### src/rtl/dpram_port_arbiter.sv
// dpram_port_arbiter
// Round-robin sequencer that shares one port of dpram_36x1024 between NREQ
// requesters. Each grant becomes a single rce/wce pulse on the RAM port. A read
// result is captured RD_LAT cycles after the ISSUE cycle and handed back to the
// winner with a one-cycle rsp_valid strobe. Only one transaction is in flight.
// All outputs come straight from flops.
//
// Optional feature macro: DPRAM_PORT_ARBITER_STATS_EN
//   When defined, adds saturating 16-bit counters: stat_grants (one per
//   requester, packed) and stat_stall (cycles with a request pending while busy).

module dpram_port_arbiter #(
    parameter int AWIDTH = 10,
    parameter int DWIDTH = 36,
    parameter int NREQ   = 2,
    parameter int RD_LAT = 1
) (
    input  logic                     clock0,
    input  logic                     reset_n,
    input  logic [NREQ-1:0]          req,
    input  logic [NREQ-1:0]          req_we,
    input  logic [NREQ*AWIDTH-1:0]   req_addr,
    input  logic [NREQ*DWIDTH-1:0]   req_wd,
    output logic [NREQ-1:0]          gnt,
    output logic [NREQ-1:0]          rsp_valid,
    output logic [DWIDTH-1:0]        rsp_data,
    output logic                     ram_rce,
    output logic                     ram_wce,
    output logic [AWIDTH-1:0]        ram_addr,
    output logic [DWIDTH-1:0]        ram_wd,
    input  logic [DWIDTH-1:0]        ram_rq
`ifdef DPRAM_PORT_ARBITER_STATS_EN
    ,
    output logic [NREQ*16-1:0]       stat_grants,
    output logic [15:0]              stat_stall
`else
`endif
);

    localparam int              IDW      = (NREQ > 1) ? $clog2(NREQ) : 1;
    localparam int              CW       = 3;
    localparam logic [IDW:0]    NREQ_X   = (IDW+1)'(NREQ);
    localparam logic [IDW-1:0]  ID_LAST  = IDW'(NREQ - 1);
    localparam logic [NREQ-1:0] ONE_HOT0 = {{(NREQ-1){1'b0}}, 1'b1};

    typedef enum logic [1:0] {
        ST_IDLE  = 2'd0,
        ST_ISSUE = 2'd1,
        ST_WAIT  = 2'd2,
        ST_RESP  = 2'd3
    } state_t;

    // State and transaction latch
    state_t             r_state;
    logic [IDW-1:0]     r_rr_ptr;
    logic [IDW-1:0]     r_id;
    logic               r_we;
    logic [CW-1:0]      r_wait_cnt;

    // Registered outputs
    logic [NREQ-1:0]    r_gnt;
    logic [NREQ-1:0]    r_rsp_valid;
    logic [DWIDTH-1:0]  r_rsp_data;
    logic               r_ram_rce;
    logic               r_ram_wce;
    logic [AWIDTH-1:0]  r_ram_addr;
    logic [DWIDTH-1:0]  r_ram_wd;

    // Next-state / next-output values
    state_t             w_state_nxt;
    logic [IDW-1:0]     w_rr_nxt;
    logic [IDW-1:0]     w_id_nxt;
    logic               w_we_nxt;
    logic [CW-1:0]      w_wait_nxt;
    logic [NREQ-1:0]    w_gnt_nxt;
    logic [NREQ-1:0]    w_rsp_valid_nxt;
    logic [DWIDTH-1:0]  w_rsp_data_nxt;
    logic               w_rce_nxt;
    logic               w_wce_nxt;
    logic [AWIDTH-1:0]  w_addr_nxt;
    logic [DWIDTH-1:0]  w_wd_nxt;

    // Arbitration helpers
    logic               w_win_found;
    logic [IDW-1:0]     w_win_id;
    logic [IDW:0]       w_idx_ext;
    logic [IDW-1:0]     w_rr_inc;

    assign gnt       = r_gnt;
    assign rsp_valid = r_rsp_valid;
    assign rsp_data  = r_rsp_data;
    assign ram_rce   = r_ram_rce;
    assign ram_wce   = r_ram_wce;
    assign ram_addr  = r_ram_addr;
    assign ram_wd    = r_ram_wd;

    // Round-robin search: first active requester starting at r_rr_ptr, wrapping mod NREQ
    always_comb begin
        w_win_found = 1'b0;
        w_win_id    = '0;
        w_idx_ext   = '0;
        for (int k = 0; k < NREQ; k++) begin
            w_idx_ext = {1'b0, r_rr_ptr} + (IDW+1)'(k);
            if (w_idx_ext >= NREQ_X) begin
                w_idx_ext = w_idx_ext - NREQ_X;
            end else begin
                w_idx_ext = w_idx_ext;
            end
            if (!w_win_found && req[w_idx_ext[IDW-1:0]]) begin
                w_win_found = 1'b1;
                w_win_id    = w_idx_ext[IDW-1:0];
            end else begin
                w_win_found = w_win_found;
            end
        end
    end

    // Pointer value that follows the current winner, wrapping at NREQ-1
    always_comb begin
        if (r_id == ID_LAST) begin
            w_rr_inc = '0;
        end else begin
            w_rr_inc = r_id + IDW'(1);
        end
    end

    // FSM next state and next registered outputs
    always_comb begin
        w_state_nxt     = r_state;
        w_rr_nxt        = r_rr_ptr;
        w_id_nxt        = r_id;
        w_we_nxt        = r_we;
        w_wait_nxt      = r_wait_cnt;
        w_gnt_nxt       = '0;
        w_rsp_valid_nxt = '0;
        w_rsp_data_nxt  = r_rsp_data;
        w_rce_nxt       = 1'b0;
        w_wce_nxt       = 1'b0;
        w_addr_nxt      = '0;
        w_wd_nxt        = '0;
        case (r_state)
            ST_IDLE: begin
                if (w_win_found) begin
                    w_state_nxt = ST_ISSUE;
                    w_id_nxt    = w_win_id;
                    w_we_nxt    = req_we[w_win_id];
                    w_gnt_nxt   = ONE_HOT0 << w_win_id;
                    w_wce_nxt   = req_we[w_win_id];
                    w_rce_nxt   = ~req_we[w_win_id];
                    w_addr_nxt  = req_addr[w_win_id*AWIDTH +: AWIDTH];
                    w_wd_nxt    = req_wd[w_win_id*DWIDTH +: DWIDTH];
                end else begin
                    w_state_nxt = ST_IDLE;
                end
            end
            ST_ISSUE: begin
                w_rr_nxt = w_rr_inc;
                if (r_we) begin
                    w_state_nxt = ST_IDLE;
                end else begin
                    w_state_nxt = ST_WAIT;
                    w_wait_nxt  = CW'(RD_LAT - 1);
                end
            end
            ST_WAIT: begin
                if (r_wait_cnt == '0) begin
                    w_state_nxt     = ST_RESP;
                    w_rsp_data_nxt  = ram_rq;
                    w_rsp_valid_nxt = ONE_HOT0 << r_id;
                end else begin
                    w_wait_nxt = r_wait_cnt - CW'(1);
                end
            end
            ST_RESP: begin
                w_state_nxt = ST_IDLE;
            end
            default: begin
                w_state_nxt = ST_IDLE;
            end
        endcase
    end

    // State, latch and output registers with synchronous active-low reset
    always_ff @(posedge clock0) begin
        if (!reset_n) begin
            r_state     <= ST_IDLE;
            r_rr_ptr    <= '0;
            r_id        <= '0;
            r_we        <= 1'b0;
            r_wait_cnt  <= '0;
            r_gnt       <= '0;
            r_rsp_valid <= '0;
            r_rsp_data  <= '0;
            r_ram_rce   <= 1'b0;
            r_ram_wce   <= 1'b0;
            r_ram_addr  <= '0;
            r_ram_wd    <= '0;
        end else begin
            r_state     <= w_state_nxt;
            r_rr_ptr    <= w_rr_nxt;
            r_id        <= w_id_nxt;
            r_we        <= w_we_nxt;
            r_wait_cnt  <= w_wait_nxt;
            r_gnt       <= w_gnt_nxt;
            r_rsp_valid <= w_rsp_valid_nxt;
            r_rsp_data  <= w_rsp_data_nxt;
            r_ram_rce   <= w_rce_nxt;
            r_ram_wce   <= w_wce_nxt;
            r_ram_addr  <= w_addr_nxt;
            r_ram_wd    <= w_wd_nxt;
        end
    end

`ifdef DPRAM_PORT_ARBITER_STATS_EN
    logic [NREQ*16-1:0] r_stat_grants;
    logic [15:0]        r_stat_stall;

    assign stat_grants = r_stat_grants;
    assign stat_stall  = r_stat_stall;

    // Saturating per-requester grant counters and busy-stall counter
    always_ff @(posedge clock0) begin
        if (!reset_n) begin
            r_stat_grants <= '0;
            r_stat_stall  <= '0;
        end else begin
            for (int i = 0; i < NREQ; i++) begin
                if ((r_state == ST_ISSUE) && (r_id == IDW'(i)) &&
                    (r_stat_grants[i*16 +: 16] != 16'hFFFF)) begin
                    r_stat_grants[i*16 +: 16] <= r_stat_grants[i*16 +: 16] + 16'd1;
                end
            end
            if ((|req) && (r_state != ST_IDLE) && (r_stat_stall != 16'hFFFF)) begin
                r_stat_stall <= r_stat_stall + 16'd1;
            end
        end
    end
`else
    // Statistics counters not built in this configuration.
`endif

endmodule

### config.mk
export PLATFORM = sky130hd
export DESIGN_NAME = dpram_port_arbiter
export DESIGN_NICKNAME = d
export VERILOG_FILES = /design/src/rtl/dpram_port_arbiter.sv
export SDC_FILE = /design/constraint.sdc
export NUM_CORES = 1
export LEC_CHECK = 0
export CAP_MARGIN = 15
export CELL_PAD_IN_SITES_DETAIL_PLACEMENT = 2
export CELL_PAD_IN_SITES_GLOBAL_PLACEMENT = 2
export CORE_AREA = 2 2 128 130
export CTS_BUF_LIST = sky130_fd_sc_hd__clkbuf_8 sky130_fd_sc_hd__clkbuf_16
export DETAILED_ROUTE_END_ITERATION = 8
export DIE_AREA = 0 0 130 132
export GPL_TIMING_DRIVEN = 0
export PLACE_DENSITY = 0.82
export SLEW_MARGIN = 10
export SYNTH_ARGS = -nofsm -noshare
export SYNTH_HDL_FRONTEND = slang
export SYNTH_SLANG_ARGS = --single-unit
### constraint.sdc
create_clock -name clock0 -period 3.3 [get_ports clock0]
set_input_delay 0.33 -clock clock0 [delete_from_list [all_inputs] [get_ports clock0]]
set_output_delay 0.33 -clock clock0 [all_outputs]
set_load 0.02 [all_outputs]
==> flow_summary.json, run 1 <==
{
  "syn_to_final_growth_pct": 85.3,
  "dp_slack_ps": 1180,
  "internal_power_mw": 2.22,
  "synth_top_flop_cell": "dfxtp_1",
  "grt_max_degree": 16,
  "antenna_cells": 0,
  "period_needed_ps": 1720,
  "p_total_mw": 2.98,
  "ys_warn_count": 0,
  "seqPwrFrac": 0.425,
  "clk_latency_ps": 350,
  "p_sw_frac": 0.253,
  "boundaryPins": 222,
  "viasPerCell": 4.29,
  "clkPwrFrac": 0.378,
  "cts_hold_buf": 0,
  "syn_nets": 457,
  "syn_avg_cell_area_um2": 10.2,
  "design.core.area_um2": 15700,
  "place_congestion": 0.771,
  "grt-ovfl-total": 0,
  "cts_sinks": 96,
  "min_path_type": "reg -> reg",
  "antenna_found_initial": 0,
  "tns_ps": 0,
  "grt_pass1_vias": 3797,
  "synth_cell_types": 35,
  "hold_viol": 0,
  "netlist_area_um2": 3270,
  "max_cap_viol_count": 0,
  "met2_usage": 0.297,
  "ys_ff_latch": 96,
  "cp_data_required_time_ps": 3580,
  "critical_path_class": "in -> reg",
  "die_area_um2": 17200,
  "htree_num_levels": 3,
  "wl_per_cell_um": 17.7,
  "path_clk_slew_ps": 70,
  "stdcell_count": 773,
  "drive_gt1_frac": 0.0664,
  "setup-violations-final": 0,
  "synth_edf_count": 0,
  "drc": 0,
  "die_h_um": 132,
  "arrival_ps": 2000,
  "synth_cells": 321,
  "async_reset_ff_frac": 0,
  "peakVddDrop_mv": 0.254,
  "vias": 3314,
  "fin_skew_ps": 6.73,
  "drtPass1Iterations": 4,
  "root_buffer": "clkbuf_16",
  "ys_seq_area_frac": 0.587,
  "fin_nets": 689,
  "cts_resized": 0,
  "pwr-share-comb": 0.197,
  "crit_fanout": 10,
  "end_kind": "register",
  "portBuffers": 221,
  "die_x_um": 130,
  "grt_first_pass_wirelength_um": 21300,
  "slew_headroom": 0.620,
  "grt_use_met3": 0.0300,
  "leakagePower_nw": 2.25,
  "power.density_nw_per_um2": 491,
  "drv_slew": 0,
  "dpl.hpwl_um": 11100,
  "period_share": 0.520,
  "rsz0062_at_grt": "no",
  "worst_slew_pin_slew_ps": 570,
  "fin_ws_ps": 1580,
  "switchingPower_mw": 0.754,
  "cts_setup_buffers": 0,
  "top_usage_layer": "met2",
  "groute.usage.overall": 0.164,
  "cts_tree": "built",
  "initial_utilization": 0.208,
  "fmax_ghz": 0.582,
  "ant_nets": 0,
  "fp-row-count": 46,
  "status": "finished clean",
  "dp.cells": 758,
  "r2r_slack_ps": 1700,
  "start_kind": "input port",
  "numCtsBuffers": 9,
  "use_met1": 0.184,
  "clockBufferDepth": 2,
  "drtIter0Drc": 132,
  "wirelength_um": 13700
}
==> flip-flops by register name, summed over array words and instances, names as in the netlist, named ones only <==
signal / count
r_id: 1
ram_wd: 36
ram_rce: 1
gnt: 2
ram_addr: 10
ram_wce: 1
r_rr_ptr: 1
r_state: 1
r_we: 1
rsp_valid: 2
r_wait_cnt: 3
rsp_data: 36
==> cells by family (layout without fill, tap and decap cells) <==
kind of cell | after synthesis | in the layout | synth area share
fa+ha+maj | 2 | 2 | 0.00764
compound gates | 94 | 94 | 0.203
flops | 96 | 96 | 0.587
mux | 1 | 1 | 0.00306
simple gates | 101 | 101 | 0.140
buf+inv | 27 | 263 | 0.0596
==> stage by stage <==
step | utilization | hold WS, ps | area, µm²
floorplan | - | 418 | 3270
global placement | 0.366 | 444 | 5760
detailed placement | 0.366 | 455 | 5760
CTS | 0.386 | 465 | 6070
global route | 0.386 | 485 | 6070
finish | 0.386 | 460 | 6070
==> synth_stat cells, types with 2 or more instances <==
cell type | number | area share
nand2_1 | 75 | 0.086
nor2_1 | 5 | 0.0057
a22o_1 | 46 | 0.12
a21oi_1 | 41 | 0.063
buf_6 | 9 | 0.031
and2_1 | 2 | 0.0038
and3_1 | 2 | 0.0038
ha_1 | 2 | 0.0076
inv_1 | 4 | 0.0046
nor3_1 | 2 | 0.0031
buf_4 | 6 | 0.014
nand2b_1 | 3 | 0.0057
buf_2 | 3 | 0.0046
dfxtp_1 | 96 | 0.59
clkbuf_1 | 5 | 0.0057
==> worst paths after layout <==
check,end,start,depth (start not counted)
max,ram_wd[3],reset_n,6
min,rsp_data[11],rsp_data[11],2
max reg2reg,rsp_data[28],r_wait_cnt[0],6
min reg2reg,rsp_data[11],rsp_data[11],2
==> final cells by class <==
type | instances | area (µm²)
tap | 216 | 270
timing repair buffer | 221 | 2210
clock buffer | 9 | 225
inverter | 4 | 15.0
clock inverter | 6 | 85.1
multi-input combinational | 198 | 1160
fill | 1691 | 9650
buffer | 23 | 180
sequential | 96 | 1920
==> critical path: stages <==
cell and delay, ps:
clkdlybuf4s50_1 590, nor3b_2 300, and3_1 220, buf_4 200, buf_6 170, a22o_1 180
==> cells in the final DEF (no fill, tap or decap), types with 3 or more instances in the layout <==
| cell | instances |
|---|---|
| a21oi_1 | 41 |
| a22o_1 | 46 |
| buf_2 | 3 |
| buf_4 | 6 |
| buf_6 | 9 |
| clkbuf_1 | 5 |
| clkbuf_16 | 9 |
| clkdlybuf4s50_1 | 221 |
| dfxtp_1 | 96 |
| inv_1 | 4 |
| nand2_1 | 75 |
| nand2b_1 | 3 |
| nor2_1 | 5 |
==> routing by layer <==
metal / vias to the layer above / wire (µm)
met3: 19 / 500
met1: 1619 / 5410
met2: 97 / 7440
met5: - / 0
met4: 0 / 352
li1: 1579 / -
==> power groups by stage <==
stage | logic, mW | registers, mW | clock network, mW
2_1_floorplan | 0.151 | 1.37 | 0
3_3_place_gp | 0.576 | 1.29 | 0
3_5_place_dp | 0.593 | 1.29 | 0
4_1_cts | 0.596 | 1.27 | 1.16
5_1_grt | 0.630 | 1.27 | 1.21
6_report | 0.587 | 1.26 | 1.12
Note: power is estimated with default switching activity, not from simulation.
==> inputs of run 2 (changes only) <==
--- a/config.mk
+++ b/config.mk
@@ -8,12 +8,12 @@
 export CAP_MARGIN = 15
 export CELL_PAD_IN_SITES_DETAIL_PLACEMENT = 2
 export CELL_PAD_IN_SITES_GLOBAL_PLACEMENT = 2
-export CORE_AREA = 2 2 128 130
+export CORE_AREA = 2 2 135 137
 export CTS_BUF_LIST = sky130_fd_sc_hd__clkbuf_8 sky130_fd_sc_hd__clkbuf_16
 export DETAILED_ROUTE_END_ITERATION = 8
-export DIE_AREA = 0 0 130 132
+export DIE_AREA = 0 0 137 139
 export GPL_TIMING_DRIVEN = 0
-export PLACE_DENSITY = 0.82
+export PLACE_DENSITY = 0.75
 export SLEW_MARGIN = 10
 export SYNTH_ARGS = -nofsm -noshare
 export SYNTH_HDL_FRONTEND = slang
==> constraint.sdc (replaced) <==
create_clock -name clock0 -period 1.7 [get_ports clock0]
set_input_delay 0.17 -clock clock0 [delete_from_list [all_inputs] [get_ports clock0]]
set_output_delay 0.17 -clock clock0 [all_outputs]
set_load 0.02 [all_outputs]
==> flow_summary.json, run 2 (same netlist as run 1, synthesis figures left out) <==
{
  "hold_viol": 0,
  "wirelength_um": 13600,
  "grt_pass1_vias": 3703,
  "fin_util": 0.345,
  "die_area_um2": 19000,
  "cp_data_required_time_ps": 1960,
  "htree_num_levels": 3,
  "place_congestion": 0.761,
  "max_cap_viol_count": 0,
  "wl_per_cell_um": 17.2,
  "hold_depth": 3,
  "portBuffers": 221,
  "cts_hold_buf": 0,
  "grt_first_pass_wirelength_um": 20400,
  "clockBufferDepth": 2,
  "dp.cells": 771,
  "design.core.area_um2": 17700,
  "final_common_cell": "clkdlybuf4s50_1",
  "boundaryPins": 222,
  "antenna_found_initial": 0,
  "fin_ws_ps": 141,
  "numCtsBuffers": 9,
  "grt_max_degree": 16,
  "critical_path_class": "reg -> reg",
  "vias": 3318,
  "start_kind": "register",
  "root_buffer": "clkbuf_16",
  "dpl.hpwl_um": 10900,
  "r2r-start": "r_wait_cnt[0]",
  "rsz0062_at_grt": "no",
  "slew_headroom": 0.640,
  "crit_fanout": 10,
  "path_clk_slew_ps": 70,
  "stdcell_count": 786,
  "dp_slack_ps": -133,
  "cts_tree": "built",
  "setup-violations-final": 0,
  "end_kind": "register",
  "fmax_ghz": 0.642,
  "clk_latency_ps": 350,
  "r2r_slack_ps": 140,
  "cts_sinks": 96,
  "initial_utilization": 0.185,
  "drv_slew": 0,
  "cpPeakStageDelay_ps": 370,
  "period_needed_ps": 1560,
  "groute.usage.overall": 0.142,
  "cts_setup_buffers": 0,
  "cts_resized": 0,
  "die_x_um": 137,
  "arrival_ps": 1820,
  "holdPathEnd": "rsp_data[5]",
  "drc": 0,
  "peakVddDrop_mv": 0.483,
  "regToRegEndpoint": "rsp_data[17]",
  "drtPass1Iterations": 4,
  "drive_gt1_frac": 0.0682,
  "tns_ps": 0,
  "worstPathCellList": "inv_1 > ha_1 > nand4bb_1 > buf_6 > buf_4 > nand2_1 > a21oi_1",
  "die_h_um": 139,
  "leakagePower_nw": 2.27,
  "ff2ff_path_depth": 7,
  "most-common-layout-cells": "221 x clkdlybuf4s50_1, 96 x dfxtp_1, 75 x nand2_1, 46 x a22o_1, 41 x a21oi_1",
  "power.density_nw_per_um2": 951,
  "antenna_cells": 0,
  "fin_nets": 689,
  "syn_to_final_growth_pct": 86.3,
  "ant_nets": 0,
  "grt-ovfl-total": 0,
  "fp-row-count": 49,
  "cp_slowest_cell": "dfxtp_1",
  "viasPerCell": 4.22,
  "min_path_type": "in -> reg",
  "fin_skew_ps": 6.25,
  "worst_slew_pin_slew_ps": 540,
  "status": "finished clean",
  "drtIter0Drc": 98,
  "period_share": 0.917,
  "worstHoldStart": "ram_rq[5]"
}
run 2: critical path: cells and delay by family (launching register included):
family / cells / cell delay (ps)
buf+inv: 3 / 440
simple gates: 2 / 220
fa+ha+maj: 1 / 250
flops: 1 / 370
compound gates: 1 / 190
run 2: layout make-up:
cell class | instances | area (µm²)
Tap cell | 229 | 287
Sequential cell | 96 | 1920
Timing Repair Buffer | 221 | 2210
Buffer | 23 | 185
Multi-Input combinational cell | 198 | 1160
Inverter | 4 | 15.0
Clock inverter | 5 | 81.3
Clock buffer | 10 | 239
Fill cell | 1955 | 11600
run 2: metal layers:
| layer | GRT usage | routed length, µm | part of all wire | vias to the layer above |
|---|---|---|---|---|
| met3 | 0.0373 | 689 | 0.051 | 25 |
| met2 | 0.259 | 7190 | 0.53 | 99 |
| met4 | 0.0575 | 363 | 0.027 | 0 |
| li1 | - | - | - | 1580 |
| met5 | 0 | 0 | 0 | - |
| met1 | 0.154 | 5310 | 0.39 | 1614 |
run 2: worst max path at each step:
stage | endpoint | depth (start not counted) | startpoint | slack [ps]
floorplan | rsp_data[6] | 7 | r_wait_cnt[0] | 390
global placement | ram_wd[7] | 6 | reset_n | -100
detailed placement | ram_wd[21] | 6 | reset_n | -130
CTS | rsp_data[28] | 6 | r_wait_cnt[0] | 80
global route | rsp_data[17] | 7 | r_wait_cnt[0] | 30
finish | rsp_data[17] | 7 | r_wait_cnt[0] | 140
run 2: report_power, final:
group / total (mW) / switching, mW / internal [mW]
logic: 1.14 / 0.494 / 0.643
registers: 2.46 / 0.0617 / 2.39
clock network: 2.21 / 0.886 / 1.32
total: 5.80 / 1.44 / 4.36
run 2: per-stage QoR:
stage	hold slack (ps)	total power, mW	instance area, µm²
final	378	5.80	6100
after detailed placement	452	3.66	5770
after global placement	443	3.62	5770
after global routing	373	6.10	6100
after CTS	365	5.91	6090
after floorplan	288	2.96	3270
